### config.mk
export PLATFORM = sky130hd
export DESIGN_NAME = cocomemjr_dat_fill
export DESIGN_NICKNAME = d
export VERILOG_FILES = /design/src/rtl/cocomemjr_dat_fill.sv
export SDC_FILE = /design/constraint.sdc
export NUM_CORES = 1
export LEC_CHECK = 0
export CORE_MARGIN = 8
export CORE_UTILIZATION = 47
export CTS_CLUSTER_SIZE = 24
export DETAILED_ROUTE_END_ITERATION = 16
export MAX_ROUTING_LAYER = met4
export PLACE_DENSITY = 0.8
export SETUP_SLACK_MARGIN = 0.05
export SYNTH_ARGS = -nofsm -noshare
export SYNTH_HDL_FRONTEND = slang
export SYNTH_SLANG_ARGS = --single-unit
### constraint.sdc
create_clock -name e -period 2.2 [get_ports e]
set_input_delay 0.22 -clock e [delete_from_list [all_inputs] [get_ports e]]
set_output_delay 0.22 -clock e [all_outputs]
set_load 0.1 [all_outputs]
### src/rtl/cocomemjr_dat_fill.sv
// DAT fill engine: writes {task, slot} DAT entries for a task range, identity or constant pages.
// Build option DAT_FILL_EXT_EN: drives the high byte and _we_dat_h alongside the low byte.
module cocomemjr_dat_fill #(
  parameter int TASK_BITS = 12
) (
  input  logic                 e,
  input  logic                 _reset,
  input  logic                 start,
  input  logic [TASK_BITS-1:0] task_first,
  input  logic [TASK_BITS-1:0] task_last,
  input  logic                 fill_mode,
  input  logic [7:0]           fill_value,
  input  logic                 dat_gnt,
  output logic                 dat_req,
  output logic [TASK_BITS+2:0] address_dat,
  output logic [15:0]          data_dat_out,
  output logic                 _we_dat_l,
  output logic                 _we_dat_h,
  output logic                 busy,
  output logic                 done,
  output logic                 err
);

  // state  | meaning
  // IDLE   | waiting for start
  // REQ    | requesting the DAT bus
  // SETUP  | address/data presented, strobes high
  // STROBE | write strobe low for one cycle
  // DONE   | one-cycle completion pulse
  typedef enum logic [2:0] {IDLE, REQ, SETUP, STROBE, DONE} state_t;

  state_t               state, state_nxt;
  logic [TASK_BITS-1:0] task_cur;
  logic [TASK_BITS-1:0] task_end;
  logic [2:0]           slot;
  logic                 mode_q;
  logic [7:0]           value_q;
  logic                 last_entry;
  logic                 strobe_act;
  logic [7:0]           data_lo;

  // End of range is found by compare so an all-ones task_last never wraps to task 0.
  assign last_entry = (slot == 3'd7) && (task_cur == task_end);

  always_ff @(posedge e) begin
    if (!_reset) state <= IDLE;
    else         state <= state_nxt;
  end

  always_comb begin
    state_nxt = state;
    case (state)
      IDLE:    if (start) state_nxt = (task_first > task_last) ? DONE : REQ;
      REQ:     if (dat_gnt) state_nxt = SETUP;
      SETUP:   state_nxt = dat_gnt ? STROBE : REQ;
      STROBE:  state_nxt = last_entry ? DONE : SETUP;
      DONE:    state_nxt = IDLE;
      default: state_nxt = IDLE;
    endcase
  end

  always_ff @(posedge e) begin
    if (!_reset) begin
      task_cur <= '0;
      task_end <= '0;
      slot     <= 3'd0;
      mode_q   <= 1'b0;
      value_q  <= 8'h00;
      err      <= 1'b0;
    end else if (state == IDLE && start) begin
      task_cur <= task_first;
      task_end <= task_last;
      slot     <= 3'd0;
      mode_q   <= fill_mode;
      value_q  <= fill_value;
      err      <= task_first > task_last;
    end else if (state == STROBE && !last_entry) begin
      slot <= slot + 3'd1;
      if (slot == 3'd7) task_cur <= task_cur + 1'b1;
    end
  end

  // Reset low during STROBE must keep the strobe from ever going low.
  assign strobe_act  = (state == STROBE) && _reset;
  assign data_lo     = mode_q ? value_q : {5'b00000, slot};
  assign address_dat = {task_cur, slot};
  assign dat_req     = (state == REQ);
  assign busy        = (state == REQ) || (state == SETUP) || (state == STROBE);
  assign done        = (state == DONE);
  assign _we_dat_l   = !strobe_act;

`ifdef DAT_FILL_EXT_EN
  assign _we_dat_h    = !strobe_act;
  assign data_dat_out = {(mode_q ? value_q : 8'h00), data_lo};
`else
  assign _we_dat_h    = 1'b1;
  assign data_dat_out = {8'h00, data_lo};
`endif

endmodule

# Yosys cells after proc, flatten, opt, wreduce, memory -nomap -nowiden
# Cells that the tools add are included.
totals:
  register_bits: 40
  in_bits: 37
classes:
  add_sub_neg: 2
  magnitude_cmp: 1
  eq_ne: 8
  mux: 10
  n_bitwise: 1
  n_reduce_logical: 14
ops:
  columns: ["cell", "count"]
  rows:
  - ["$mux 12", 3]
  - ["$add 12x1->12 const B", 1]
  - ["$eq 12x12->1", 1]
  - ["$gt 12x12->1", 1]
  - ["$mux 3", 4]
  - ["$pmux 3 s4", 1]
  - ["$mux 8", 1]
  - ["$eq 3x2->1 const B", 2]
  - ["$eq 3x3->1 const B", 2]
  - ["$logic_and 1x1->1", 4]
  - ["$ne 2x2->1 const B", 2]
  - ["$reduce_and 2->1", 2]
  - ["$reduce_bool 2->1", 2]
  - ["$add 3x1->3 const B", 1]
  - ["$eq 3x1->1 const B", 1]
  - ["$logic_not 3->1", 1]
  - ["$logic_not 1->1", 2]
  - ["$logic_or 1x1->1", 2]
  - ["$mux 2", 1]
  - ["$reduce_or 2->1", 1]
  - ["$not 1->1", 1]

# Logic depth before layout (Yosys ltp)
logic_depth:
  depth_word: 6
  ltp_mapped: 8
  mapped_depth_nobuf: 7

# Least setup slack after synthesis
# No wires, ideal clock.
synth_timing:
  path_type: "register -> output"
  start: "register state[0]"
  end: "output port dat_req"
  arrival_time_ps: 2713
  required_ps: 1980
  path_slack_ps: -733
  stages_incl_launch_ff: 3
  path_buffers: 1
  path_cell_list: "dfxtp_1 buf_2 nor3b_1"
synth_between:
  elab_chain_cells: 1
synth_rtl:
  columns: ["item", "line", "source"]
  rows:
  - ["start: declaration", "32", "state_t state, state_nxt;"]
  - ["start signal: assignment", "47", "else state <= state_nxt;"]
  - ["$eq 3x1->1", "87", "assign dat_req = (state == REQ);"]
  - ["end: declaration", "14", "output logic dat_req,"]
# Every way passes these cells.

# Worst setup path after layout
layout_timing:
  start: "register slot[0]"
  end: "register task_cur[3]"
layout_between:
  elab_chain_cells: 6
  elab_cells_between_ends: 7
  cone_classes: "eq/ne: 1; reduce/logical: 6"
layout_rtl:
  columns: ["item", "line", "source"]
  rows:
  - ["start: declaration", "35", "logic [2:0] slot;"]
  - ["start signal: assignment", "78", "slot <= slot + 3'd1;"]
  - ["$eq 3x3->1 *", "43, 79", null]
  - ["$logic_and 1x1->1", "43", "assign last_entry = (slot == 3'd7) && (task_cur == task_end);"]
  - ["$logic_not 1->1", "77", "end else if (state == STROBE && !last_entry) begin"]
  - ["$logic_and 1x1->1", "77", null]
  - ["$reduce_bool 2->1 (no line)", null, null]
  - ["$reduce_and 2->1 (no line) *", null, null]
  - ["end signal: assignment", "71", "task_cur <= task_first;"]
  - ["end signal: assignment", "79", "if (slot == 3'd7) task_cur <= task_cur + 1'b1;"]
  - ["end: declaration", "33", "logic [TASK_BITS-1:0] task_cur;"]
# Every way passes the cells marked *; elsewhere a longest branch is shown, timed or not.
# A chain may end at the register's enable or synchronous reset.

==> impl_metrics.csv <==
group,metric,value,unit
run_status,run_status,"completed",
synth,synth_warnings,0,
setup_path,crit_chain,"ha_1 > ha_1 > nand2_1 > nor4_4 > buf_4 > or4_1 > a31oi_1",
power,intPower,1600,uW
detailed_routing,vias_per_cell,5.31,
timing,tns,0,ns
worst_hold_path,hold_path_class,"reg2reg",
clock_tree,clockRootBuffer,"clkbuf_8",
setup_path,path_common_cell,"ha_1",
synth,synth_edf_count,0,
synth,synth_fa_ha_area_share,7.74,%
floorplanning,die_w,87.8,um
synth,synth-compound-area-share,22.0,%
clock_tree,clk_path_buf_depth,2,
placed_design,portBuffers,64,
global_route,grt_pass1_vias,2261,
detailed_routing,dr.pass1.iters,4,
setup_path,critPathArrivalTime,2.14,ns
power,power_switching_share,35.8,%
global_route,grt.overflow.total,0,
timing,layout_min_cycle_time,1.93,ns
setup_path,worstSetupPathType,"reg2reg",
setup_path,max_stage_delay,0.51,ns
synth,syn_avg_cell_area,8.01,um2
synth,syn_area,2430,um2
synth,synth_mux_area_share,1.39,%
synth,ys_seq_area_share,33.0,%
global_route,grt_start_max_net_pins,37,
clock_tree,clk_pin_slew,0.08,ns
detailed_routing,first_iter_violations,160,
detailed_routing,drc_errors,0,
power,powerDensity,770,nW/um2
power,seqPwrFrac,34.5,%
layout,num_antenna_cells,0,
timing,hold_slack,0.461,ns
clock_tree,cts_tree,"built",
clock_tree,holdBufCountCts,0,
timing,rsz0062_at_grt,"false",
detailed_routing,wire_per_inst,14.8,um
floorplanning,start_util,48.1,%
placed_design,place_hpwl,4840,um
power,ir_drop,459,uV
clock_tree,cts_buffers,5,
layout,mostFrequentLayoutCells,"nand2_1, clkdlybuf4s50_1, buf_4, dfxtp_1",
global_route,antenna_found_initial,0,
setup_path,startpoint_type,"register",
setup_path,crit_slowest_cell,"or4_1",
setup_path,endpoint_kind,"register",
synth,async_flop_share,0,%
timing,hold_viol_final,0,
floorplanning,die_area,7720,um2
layout,nets,416,
flow_run,cap_violations,0,
detailed_routing,antenna_left,0,
timing,max_freq,519,MHz
setup_path,reg2reg_slack,0.27,ns
setup_path,cp_max_fo,18,
synth,ys.flop_type,"dfxtp_1",
synth,synth.distinct_cells,42,
floorplanning,io_pins,74,
timing,fin_crit_sh,87.6,%
floorplanning,coreArea,5040,um2
floorplanning,die_h,87.8,um
layout,drive_above_1_share,18.6,%
clock_tree,cts_sinks,40,
clock_tree,insertion_delay,0.30,ns
placed_design,place_congestion,0.908,
timing,setup_viol,0,
clock_tree,htreeDepth,2,
clock_tree,ctsResizeCount,0,
floorplanning,num_rows,26,
synth,synth-simple-area-share,23.0,%
layout,syn2layout_area_growth,33.7,%
power,p_sw,893,uW
detailed_routing,vias,2312,
layout,layout_commonest_cell,"nand2_1",
global_route,grt_pass1_wl,10500,um
synth,synth-xor-area-share,4.33,%
power,p_leak,0.00130,uW
setup_path,required,2.41,ns
timing,slew_violations,0,
global_route,grt_util_all_layers,17.4,%
clock_tree,cts_setup_buffers,0,
power,p_clk_share,33.5,%
timing,fin_skew,0.0109,ns
detailed_routing,wl,6440,um
synth,ys_seq_elements,40,
synth,synthCells,303,
power,combPwrFrac,32.0,%
synth,synth_top_family_by_area,"simple AND/OR/NAND/NOR gates",
layer usage:
metal	global-route usage [%]	routed length, um	vias up
met5	-	0	-
met4	6.41	99	0
met3	3.47	270	8
met2	28.2	3110	57
met1	20.8	2960	1060
li1	-	-	1187
worst max-delay path, delay by kind of cell, from the launching register on:
family          cells  cell delay (ns)
fa+ha+maj           2             0.44
flops               1             0.35
simple gates        3             0.69
buf+inv             1             0.19
compound gates      1             0.19
state kept, by name, summed over array words and instances (netlist names):
register  cells
state         3
value_q       8
mode_q        1
task_end     12
slot          3
err           1
task_cur     12
synthesized netlist by cell type (all sizes together), types with 2 or more instances:
cell type | instances | area share, %
nand3b | 3 | 0.93
and3 | 3 | 0.77
o31ai | 8 | 2.5
or3 | 5 | 1.3
nor2b | 3 | 0.77
conb | 2 | 0.31
ha | 15 | 7.7
or4 | 8 | 2.5
nor2 | 5 | 0.88
and2 | 7 | 1.8
a211oi | 2 | 0.62
mux2 | 3 | 1.4
clkbuf | 11 | 1.7
nand3 | 5 | 1.0
xnor2 | 12 | 4.3
o211ai | 2 | 0.62
nor3b | 2 | 0.62
a31oi | 11 | 2.8
buf | 15 | 4.4
a21oi | 9 | 1.9
nand2 | 55 | 8.5
o21ai | 21 | 4.3
dfxtp | 40 | 33
o21a | 2 | 0.62
nand4 | 8 | 2.1
inv | 14 | 2.2
a21boi | 22 | 6.8
path summary, 6_finish.rpt:
check	endpoint	cells after the start	start
worst min-delay path	value_q[3]$_SDFFE_PN0P_	2	value_q[3]$_SDFFE_PN0P_
worst max register to register	task_cur[3]$_SDFFE_PN0P_	7	slot[0]$_SDFFE_PP0P_
worst max-delay path	task_cur[3]$_SDFFE_PN0P_	7	slot[0]$_SDFFE_PP0P_
worst min register to register	value_q[3]$_SDFFE_PN0P_	2	value_q[3]$_SDFFE_PN0P_
per-stage QoR:
stage	cell area (um2)	total power (uW)	instances	util, %	setup slack, ns
2_1_floorplan	2480	1460	310	-	0.148
3_3_place_gp	3080	1670	427	61.2	0.150
3_5_place_dp	3080	1680	427	61.2	0.0693
4_1_cts	3240	2510	435	64.3	0.259
5_1_grt	3240	2610	435	64.3	0.187
6_report	3240	2500	435	64.3	0.273
power groups by stage:
stage	clock network [uW]	logic, uW	registers, uW
5_1_grt	885	851	873
6_report	837	799	862
3_5_place_dp	0	799	878
3_3_place_gp	0	792	875
4_1_cts	849	803	861
2_1_floorplan	0	403	1060
cell families after synthesis:
family | count (synthesis)
AND/OR/NAND/NOR | 109
AO/OA/AOI/OAI | 82
flip-flops | 40
buffers and inverters | 40
adder cells (fa/ha/maj) | 15
XOR/XNOR | 12
multiplexers | 3
other | 2
final cells by class:
| class | instances | area, um2 |
|---|---|---|
| Fill cell | 440 | 1800 |
| Clock buffer | 5 | 68.8 |
| Tap cell | 70 | 87.6 |
| Clock inverter | 3 | 90.1 |
| Multi-Input combinational cell | 230 | 1470 |
| Timing Repair Buffer | 73 | 651 |
| Sequential cell | 40 | 820 |
| Inverter | 14 | 52.6 |
(Power assumes the default switching activity.)
